`src/rtl/uart_pkg.sv`:
```
// Shared definitions for the UART receive path.
//   DATA_WIDTH_DEFAULT : default received character width in bits
//   rx_entry_t         : one buffered receive entry {frame_err, data}
package uart_pkg;

   localparam int DATA_WIDTH_DEFAULT = 8;

   typedef struct packed {
      logic                          frame_err;
      logic [DATA_WIDTH_DEFAULT-1:0] data;
   } rx_entry_t;

endpackage : uart_pkg

```
`src/rtl/uart_fifo_mem.sv`:
```
// Storage array for the receive FIFO: DEPTH x WIDTH registers, one
// synchronous write port and one asynchronous read port, no reset.
//   clk   : clock
//   we    : write enable, writes wdata at waddr on the rising edge
//   waddr : write address
//   wdata : write data
//   raddr : read address
//   rdata : combinational read data at raddr
module uart_fifo_mem #(
   parameter int WIDTH = 9,
   parameter int DEPTH = 16,
   localparam int AW   = $clog2(DEPTH)
) (
   input  logic             clk,
   input  logic             we,
   input  logic [AW-1:0]    waddr,
   input  logic [WIDTH-1:0] wdata,
   input  logic [AW-1:0]    raddr,
   output logic [WIDTH-1:0] rdata
);

   logic [WIDTH-1:0] mem [DEPTH];

   always_ff @(posedge clk) begin
      if (we) begin
         mem[waddr] <= wdata;
      end
   end

   assign rdata = mem[raddr];

endmodule : uart_fifo_mem

```
`src/rtl/uart_rx_fifo.sv`:
```
// Receive FIFO between a UART receiver and its consumer. Characters are
// pushed by a strobe that cannot be stalled; when the buffer is full and
// no pop frees a slot, the character is dropped and overflow sets.
//   clk, reset_n      : clock, synchronous active-low reset
//   ena               : global enable, all state freezes when low
//   rx_data_in        : received character
//   rx_data_in_valid  : single-cycle strobe qualifying rx_data_in
//   rx_frame_err_in   : stop-bit error flag for the strobed character
//   rd_data           : head-of-queue character (first-word-fall-through)
//   rd_frame_err      : frame-error flag of the head entry
//   rd_valid          : head entry available
//   rd_ready          : consumer accepts the head entry
//   count             : number of occupied entries
//   empty, full       : count==0, count==DEPTH
//   overflow          : sticky, a character was dropped
//   overflow_clr      : single-cycle strobe clearing overflow
//
// Read handshake: an entry transfers on a rising edge where rd_valid and
// rd_ready are both high; rd_valid never depends on rd_ready, and the head
// entry stays stable while rd_valid is high and rd_ready is low.
module uart_rx_fifo
   import uart_pkg::*;
#(
   parameter int DATA_WIDTH = DATA_WIDTH_DEFAULT,
   parameter int DEPTH      = 16,
   localparam int AW        = $clog2(DEPTH),
   localparam int CW        = $clog2(DEPTH) + 1
) (
   input  logic                  clk,
   input  logic                  reset_n,
   input  logic                  ena,
   input  logic [DATA_WIDTH-1:0] rx_data_in,
   input  logic                  rx_data_in_valid,
   input  logic                  rx_frame_err_in,
   output logic [DATA_WIDTH-1:0] rd_data,
   output logic                  rd_frame_err,
   output logic                  rd_valid,
   input  logic                  rd_ready,
   output logic [CW-1:0]         count,
   output logic                  empty,
   output logic                  full,
   output logic                  overflow,
   input  logic                  overflow_clr
);

   typedef struct packed {
      logic                  frame_err;
      logic [DATA_WIDTH-1:0] data;
   } entry_t;

   logic [AW-1:0] wr_ptr;
   logic [AW-1:0] rd_ptr;
   logic [CW-1:0] count_q;
   logic          overflow_q;
   logic          push;
   logic          pop;
   logic          drop;
   entry_t        wr_entry;
   entry_t        rd_entry;

   assign empty    = (count_q == '0);
   assign full     = (count_q == CW'(DEPTH));
   assign rd_valid = ena && !empty;

   // A pop in the same cycle frees a slot, so a full FIFO still accepts.
   assign pop  = ena && rd_valid && rd_ready;
   assign push = ena && rx_data_in_valid && (!full || pop);
   assign drop = ena && rx_data_in_valid && full && !pop;

   assign wr_entry.frame_err = rx_frame_err_in;
   assign wr_entry.data      = rx_data_in;

   uart_fifo_mem #(
      .WIDTH (DATA_WIDTH + 1),
      .DEPTH (DEPTH)
   ) u_mem (
      .clk   (clk),
      .we    (push && reset_n),
      .waddr (wr_ptr),
      .wdata (wr_entry),
      .raddr (rd_ptr),
      .rdata (rd_entry)
   );

   assign rd_data      = rd_entry.data;
   assign rd_frame_err = rd_entry.frame_err;
   assign count        = count_q;
   assign overflow     = overflow_q;

   always_ff @(posedge clk) begin
      if (!reset_n) begin
         wr_ptr     <= '0;
         rd_ptr     <= '0;
         count_q    <= '0;
         overflow_q <= 1'b0;
      end else if (ena) begin
         if (push) begin
            wr_ptr <= wr_ptr + 1'b1;
         end
         if (pop) begin
            rd_ptr <= rd_ptr + 1'b1;
         end
         if (push && !pop) begin
            count_q <= count_q + 1'b1;
         end else if (pop && !push) begin
            count_q <= count_q - 1'b1;
         end
         // A new drop wins over a clear in the same cycle.
         if (drop) begin
            overflow_q <= 1'b1;
         end else if (overflow_clr) begin
            overflow_q <= 1'b0;
         end
      end
   end

endmodule : uart_rx_fifo

```
`config.mk`:
```
export PLATFORM = sky130hd
export DESIGN_NAME = uart_rx_fifo
export DESIGN_NICKNAME = d
export VERILOG_FILES = /design/src/rtl/uart_pkg.sv /design/src/rtl/uart_fifo_mem.sv /design/src/rtl/uart_rx_fifo.sv
export SDC_FILE = /design/constraint.sdc
export NUM_CORES = 1
export LEC_CHECK = 0
export CAP_MARGIN = 30
export CORE_ASPECT_RATIO = 0.7
export CORE_MARGIN = 1
export CORE_UTILIZATION = 40
export DETAILED_ROUTE_END_ITERATION = 6
export GPL_TIMING_DRIVEN = 0
export PLACE_DENSITY = 0.62
export SYNTH_ARGS = -nofsm -noshare
export SYNTH_HDL_FRONTEND = slang
export SYNTH_SLANG_ARGS = --single-unit
export TNS_END_PERCENT = 100
```
`constraint.sdc`:
```
create_clock -name clk -period 2.15 [get_ports clk]
set_input_delay 0.215 -clock clk [delete_from_list [all_inputs] [get_ports clk]]
set_output_delay 0.215 -clock clk [all_outputs]
set_load 0.005 [all_outputs]
```
## Word-level counts from Yosys, hierarchy flattened

Memories as Yosys holds them, arrays and structs flattened. A register that Yosys moved wholly into a read port is not among the register bits.
Cells that the tools add are included.

| storage, ports and cells | value |
|---|---|
| memories kept | 1 |
| flip-flop bits (word level) | 14 |
| output and inout port bits | 18 |
| memory bits (writable) | 144 |

| cells by class | value |
|---|---|
| add/sub/neg operators | 4 |
| reduce and logical (&&, ||, !) cells | 22 |
| eq/ne operators | 1 |
| muxes and demuxes | 8 |

Memories:

| memory | words | bits a word | read ports | clocked after memory_dff | wr ports | RTL line | RTL |
|---|---|---|---|---|---|---|---|
| u_mem.mem | 16 | 9 | 1 | 1 | 1 | uart_fifo_mem.sv:22 | `logic [WIDTH-1:0] mem [DEPTH];` |

Operators with widths:

| kind | count |
|---|---|
| $logic_and 1x1->1 | 10 |
| $mux 5 | 2 |
| $add 4x1->4 const B | 2 |
| $mux 4 | 2 |
| $reduce_and 2->1 | 4 |
| $add 5x1->5 const B | 1 |
| $eq 5x5->1 const B | 1 |
| $logic_not 5->1 | 1 |
| $sub 5x1->5 const B | 1 |
| $logic_not 1->1 | 4 |
| $mux 1 | 4 |
| $reduce_bool 2->1 | 2 |
| $logic_or 1x1->1 | 1 |

## Logic depth before layout (Yosys ltp)

| logic depth | value |
|---|---|
| word-level depth | 11 |
| depth in mapped cells | 10 |

## Modules after synthesis

From an unflattened synthesis, not the netlist that was laid out.

| second synthesis, totals | value |
|---|---|
| cells, all modules | 330 |
| area total of the unflattened synthesis | 6,396.1 µm² |

Modules (own cells, without submodules):

| module | cells each | times used | area each (µm²) | seq. area each (µm²) |
|---|---|---|---|---|
| uart_fifo_mem | 245 | 1 | 5,600.4 | 4,324.1 |
| uart_rx_fifo | 85 | 1 | 795.8 | 280.3 |

## Worst setup path before layout

OpenSTA, ideal clock, no wires.

| path | value |
|---|---|
| path kind | register to register |
| from | register count_q[0] (netlist: count[0]) |
| to | register count_q[4] (netlist: count[4]) |
| path slack | -0.236 ns |
| cell stages (with the launch flop) | 10 |
| clock period less this slack | 2.386 ns |
| arrival | 2.314 ns |
| required time | 2.078 ns |
| cell sequence | dfxtp_1 > or4_4 > o211ai_4 > ha_1 > inv_1 > fa_1 > nand3_1 > and3_1 > o21a_1 > mux2i_1 |

| on the way | value |
|---|---|
| word-level cells in the longest chain between the ends | 11 |

Ends and longest elaborated chain:

| element | RTL line | RTL |
|---|---|---|
| start: declaration | uart_rx_fifo.sv:53 | `logic [CW-1:0] count_q;` |
| start signal: assignment | uart_rx_fifo.sv:104 | `count_q <= count_q + 1'b1;` |
| start signal: assignment | uart_rx_fifo.sv:106 | `count_q <= count_q - 1'b1;` |
| $logic_not 5->1 | uart_rx_fifo.sv:61 | `assign empty = (count_q == '0);` |
| $logic_not 1->1 | uart_rx_fifo.sv:63 | `assign rd_valid = ena && !empty;` |
| $logic_and 1x1->1 | uart_rx_fifo.sv:63 |  |
| $logic_and 1x1->1 (2 in a row) | uart_rx_fifo.sv:66 | `assign pop = ena && rd_valid && rd_ready;` |
| $logic_or 1x1->1 | uart_rx_fifo.sv:67 | `assign push = ena && rx_data_in_valid && (!full \|\| pop);` |
| $logic_and 1x1->1 | uart_rx_fifo.sv:67 |  |
| $logic_not 1->1 | uart_rx_fifo.sv:105 | `end else if (pop && !push) begin` |
| $logic_and 1x1->1 | uart_rx_fifo.sv:105 |  |
| $reduce_bool 2->1 (no line) | - |  |
| $reduce_and 2->1 (no line) | - |  |

Several ways; a longest one is shown, not always the timed one. The select of a mux whose other input is x is not followed.
A chain may end at the register's enable or synchronous reset.

==> impl_metrics.json <==
{
  "finalCritPeriodShare_pct": 111.6,
  "fmax_mhz": 416.7,
  "grt_pass1_wl_microns": 20490,
  "cp_slowest_cell": "mux4_2",
  "fin_skew_ns": 0.01137,
  "io_buffers": 31,
  "yosysWarnings": 0,
  "layout_setup_ws_ns": -0.2496,
  "synth_cell_types": 37,
  "clk_latency_ns": 0.42,
  "grt_start_max_net_pins": 17,
  "clock-sinks": 162,
  "slew_viol_final": 0,
  "drt-initial-drc-count": 313,
  "seqPwrFrac_pct": 47.0,
  "postCtsHoldBufs": 0,
  "cp_common_cell": "buf_12",
  "hold_depth": 5,
  "fin_crit_ns": 2.400,
  "wl_microns": 13690,
  "drive_gt1_share_pct": 38.71,
  "synth_area_sq_mm": 0.006411,
  "worstPathArrival_ns": 2.18,
  "wl_per_cell_microns": 21.59,
  "synthTopCellsByArea": "edfxtp_1 (67%), mux4_2 (13%), dfxtp_1 (5.6%), a22oi_1 (2.1%), ha_1 (1.8%)",
  "power.switching_mw": 1.727,
  "vias": 3423,
  "fp.dieArea_sq_mm": 0.01655,
  "avgViaCountPerCell": 5.399,
  "cp_cell_sequence": "buf_8 > buf_6 > buf_12 > buf_12 > mux4_2 > a22oi_2 > nand2_1 > buf_2",
  "cpPeakStageDelay_ns": 0.55,
  "intPower_mw": 5.704,
  "num_antenna_cells": 0,
  "synth_edf_count": 144,
  "power.share.combinational_pct": 12.1,
  "status": "complete, but fails checks",
  "chipHeight_microns": 107.9,
  "die_w_microns": 153.3,
  "rsz0062_at_grt": "true",
  "ant_nets": 0,
  "clock_path_buffers": 2,
  "ys_seq_area_share_pct": 73.07,
  "placementRows": 38,
  "reg2reg_setup_slack_ns": -0.21,
  "drc": 0,
  "ys_ff_latch": 162,
  "path_buf_inv": 5,
  "worst_ep_required_time_ns": 1.93,
  "ys_async_sr_fraction_pct": 0,
  "gr-total-overflow": 0,
  "cts_buffers": 17,
  "p_per_area_mw_per_mm2": 906.3,
  "swShare_pct": 23.24,
  "h-tree-depth": 4,
  "setup_viol": 12,
  "ir_worst_vdd_uv": 529.0,
  "crit_fanout": 4,
  "areaGrowthSynthToFinish_pct": 27.89,
  "r2r_start": "count[3]$_SDFFE_PN0P_",
  "core_sq_mm": 0.01560,
  "clkPwrFrac_pct": 41.0,
  "worstMarginPinSlew_ns": 0.7031,
  "violations": "negative setup slack",
  "ys.flop_type": "edfxtp_1",
  "clockRootBuffer": "clkbuf_16",
  "crit_type": "reg -> out",
  "synthCells": 342,
  "cp-end-kind": "output port",
  "nets": 446,
  "critPathLaunchType": "register",
  "antenna_found_initial": 0,
  "hp-class": "in -> reg",
  "relSlewSlack_pct": 52.98,
  "cts_tree": "built",
  "hold_ws_ns": 0.2914,
  "place_congestion": 0.7701,
  "maxCapViolations": 0,
  "floorplan.initialDensity_pct": 41.11,
  "grt_pass1_vias": 3408,
  "syn_nets": 367,
  "min_from": "ena",
  "io_pins": 33,
  "pre_cts_ws_ns": -0.4961,
  "avgSynthCellArea_sq_um": 18.75,
  "grt_use_total_pct": 17.67,
  "ff2ff_path_depth": 10,
  "synth_top_area_share_pct": 67.45,
  "hold_path_end": "overflow$_SDFFE_PN0P_",
  "clkSlewWorstSetupHoldPaths_ns": 0.06,
  "final_hold_viol_count": 0,
  "synth_top_area_cell": "edfxtp_1",
  "hpwl_microns": 8461,
  "cpLargestDelayFamily": "buffers and inverters",
  "r2r_end": "count[3]$_SDFFE_PN0P_",
  "power.leakage_nw": 2.684,
  "firstDrtPassIters": 5
}
worst max path at each step:
stage                               start               endpoint  cells past startpoint
finish                           register           rd_frame_err                      8
global route                     register             rd_data[7]                      8
CTS                              register             rd_data[7]                      8
detailed placement               rd_ready  count[4]$_SDFFE_PN0P_                     10
global placement                 rd_ready  count[4]$_SDFFE_PN0P_                     10
floorplan           count[3]$_SDFFE_PN0P_  count[4]$_SDFFE_PN0P_                      9
tightest hold or removal path, cell delays in order:
cell	delay, ns
buf_2	0.16
nand2_1	0.08
nand2_1	0.05
o21ai_0	0.05
and2_1	0.11
layout make-up:
type                       count  area (sq um)
tap                          200         250.2
clock inverter                15         171.4
fill                        1215          7396
buffer                        15         133.9
inverter                       4         20.02
sequential                   162          4696
clock buffer                  17         425.4
timing repair buffer          60         601.8
multi-input combinational    161          1901
synthesized netlist by cell type, types with 2 or more instances:
library cell / count
a22oi_1: 18
o21a_1: 3
and2_1: 8
mux4_2: 36
buf_4: 3
buf_2: 2
mux2i_1: 4
o21ai_0: 3
nand2_1: 19
clkbuf_1: 5
nand3_1: 6
nor2b_1: 5
nor2_1: 18
dfxtp_1: 18
inv_1: 4
buf_1: 4
nand4_1: 6
nand2b_1: 3
edfxtp_1: 144
xnor2_1: 4
ha_1: 9
or2_2: 3
a21oi_1: 3
timing repair:
item	4_1_cts	5_1_grt
gates resized for setup	111	18
endpoints found under the setup margin	161	64
buffers inserted	24	5
pin swaps	31	18
gates cloned	4	0
cells in the final DEF (no fill, tap or decap), types with 6 or more instances in the layout:
master           synthesis  final
and2_1                   8      8
nand4_1                  6      6
clkbuf_16                0     17
mux4_2                  36     36
buf_2                    2     11
dfxtp_1                 18     13
edfxtp_1               144    144
a22oi_1                 18      6
clkdlybuf4s50_1          0     19
nand2_1                 19     19
buf_4                    3     18
a22oi_2                  0     12
nor2_2                   0     10
nor2_4                   0      7
buf_6                    0      7
sequential cells by signal (all words and copies together) (netlist names), named ones only:
name and cells:
count 5, overflow 1, rd_ptr 4, u_mem.mem 144, wr_ptr 4
per-stage QoR:
stage,utilization (%),setup TNS [ns],area [sq um],total power [mW],std cells
6_report,52.58,-2.383,8199,7.431,634
5_1_grt,52.58,-4.820,8199,7.655,634
4_1_cts,52.01,-2.407,8110,7.419,632
3_5_place_dp,44.95,-61.09,7010,4.177,573
3_3_place_gp,44.95,-53.62,7010,4.161,573
2_1_floorplan,-,-0.4178,6450,3.917,342
cell families (layout without fill, tap and decap cells):
logic type | Yosys count | in the layout | synth area share, %
mux | 40 | 40 | 13.27
fa+ha+maj | 10 | 10 | 2.069
simple gates | 73 | 73 | 5.640
flops | 162 | 162 | 73.07
compound gates | 33 | 33 | 3.923
buf+inv | 19 | 111 | 1.346
xor+xnor | 5 | 5 | 0.6830
per-layer routing:
layer  vias to the layer above  GRT usage (%)  routed length [microns]
li1                       1536              -                        -
met1                      1770          25.39                     6262
met2                       101          26.48                     6313
met3                        16          4.227                      957
met4                         0          6.061                      154
met5                         -              0                        0
power by group through the flow:
stage          Sequential [mW]  Combinational (mW)  Clock (mW)
2_1_floorplan             3.55               0.366           0
3_3_place_gp              3.55               0.607           0
3_5_place_dp              3.56               0.619           0
4_1_cts                   3.49               0.850        3.08
5_1_grt                   3.49               0.960        3.20
6_report                  3.49               0.896        3.04
No activity file was read; power rests on OpenSTA's default activity.
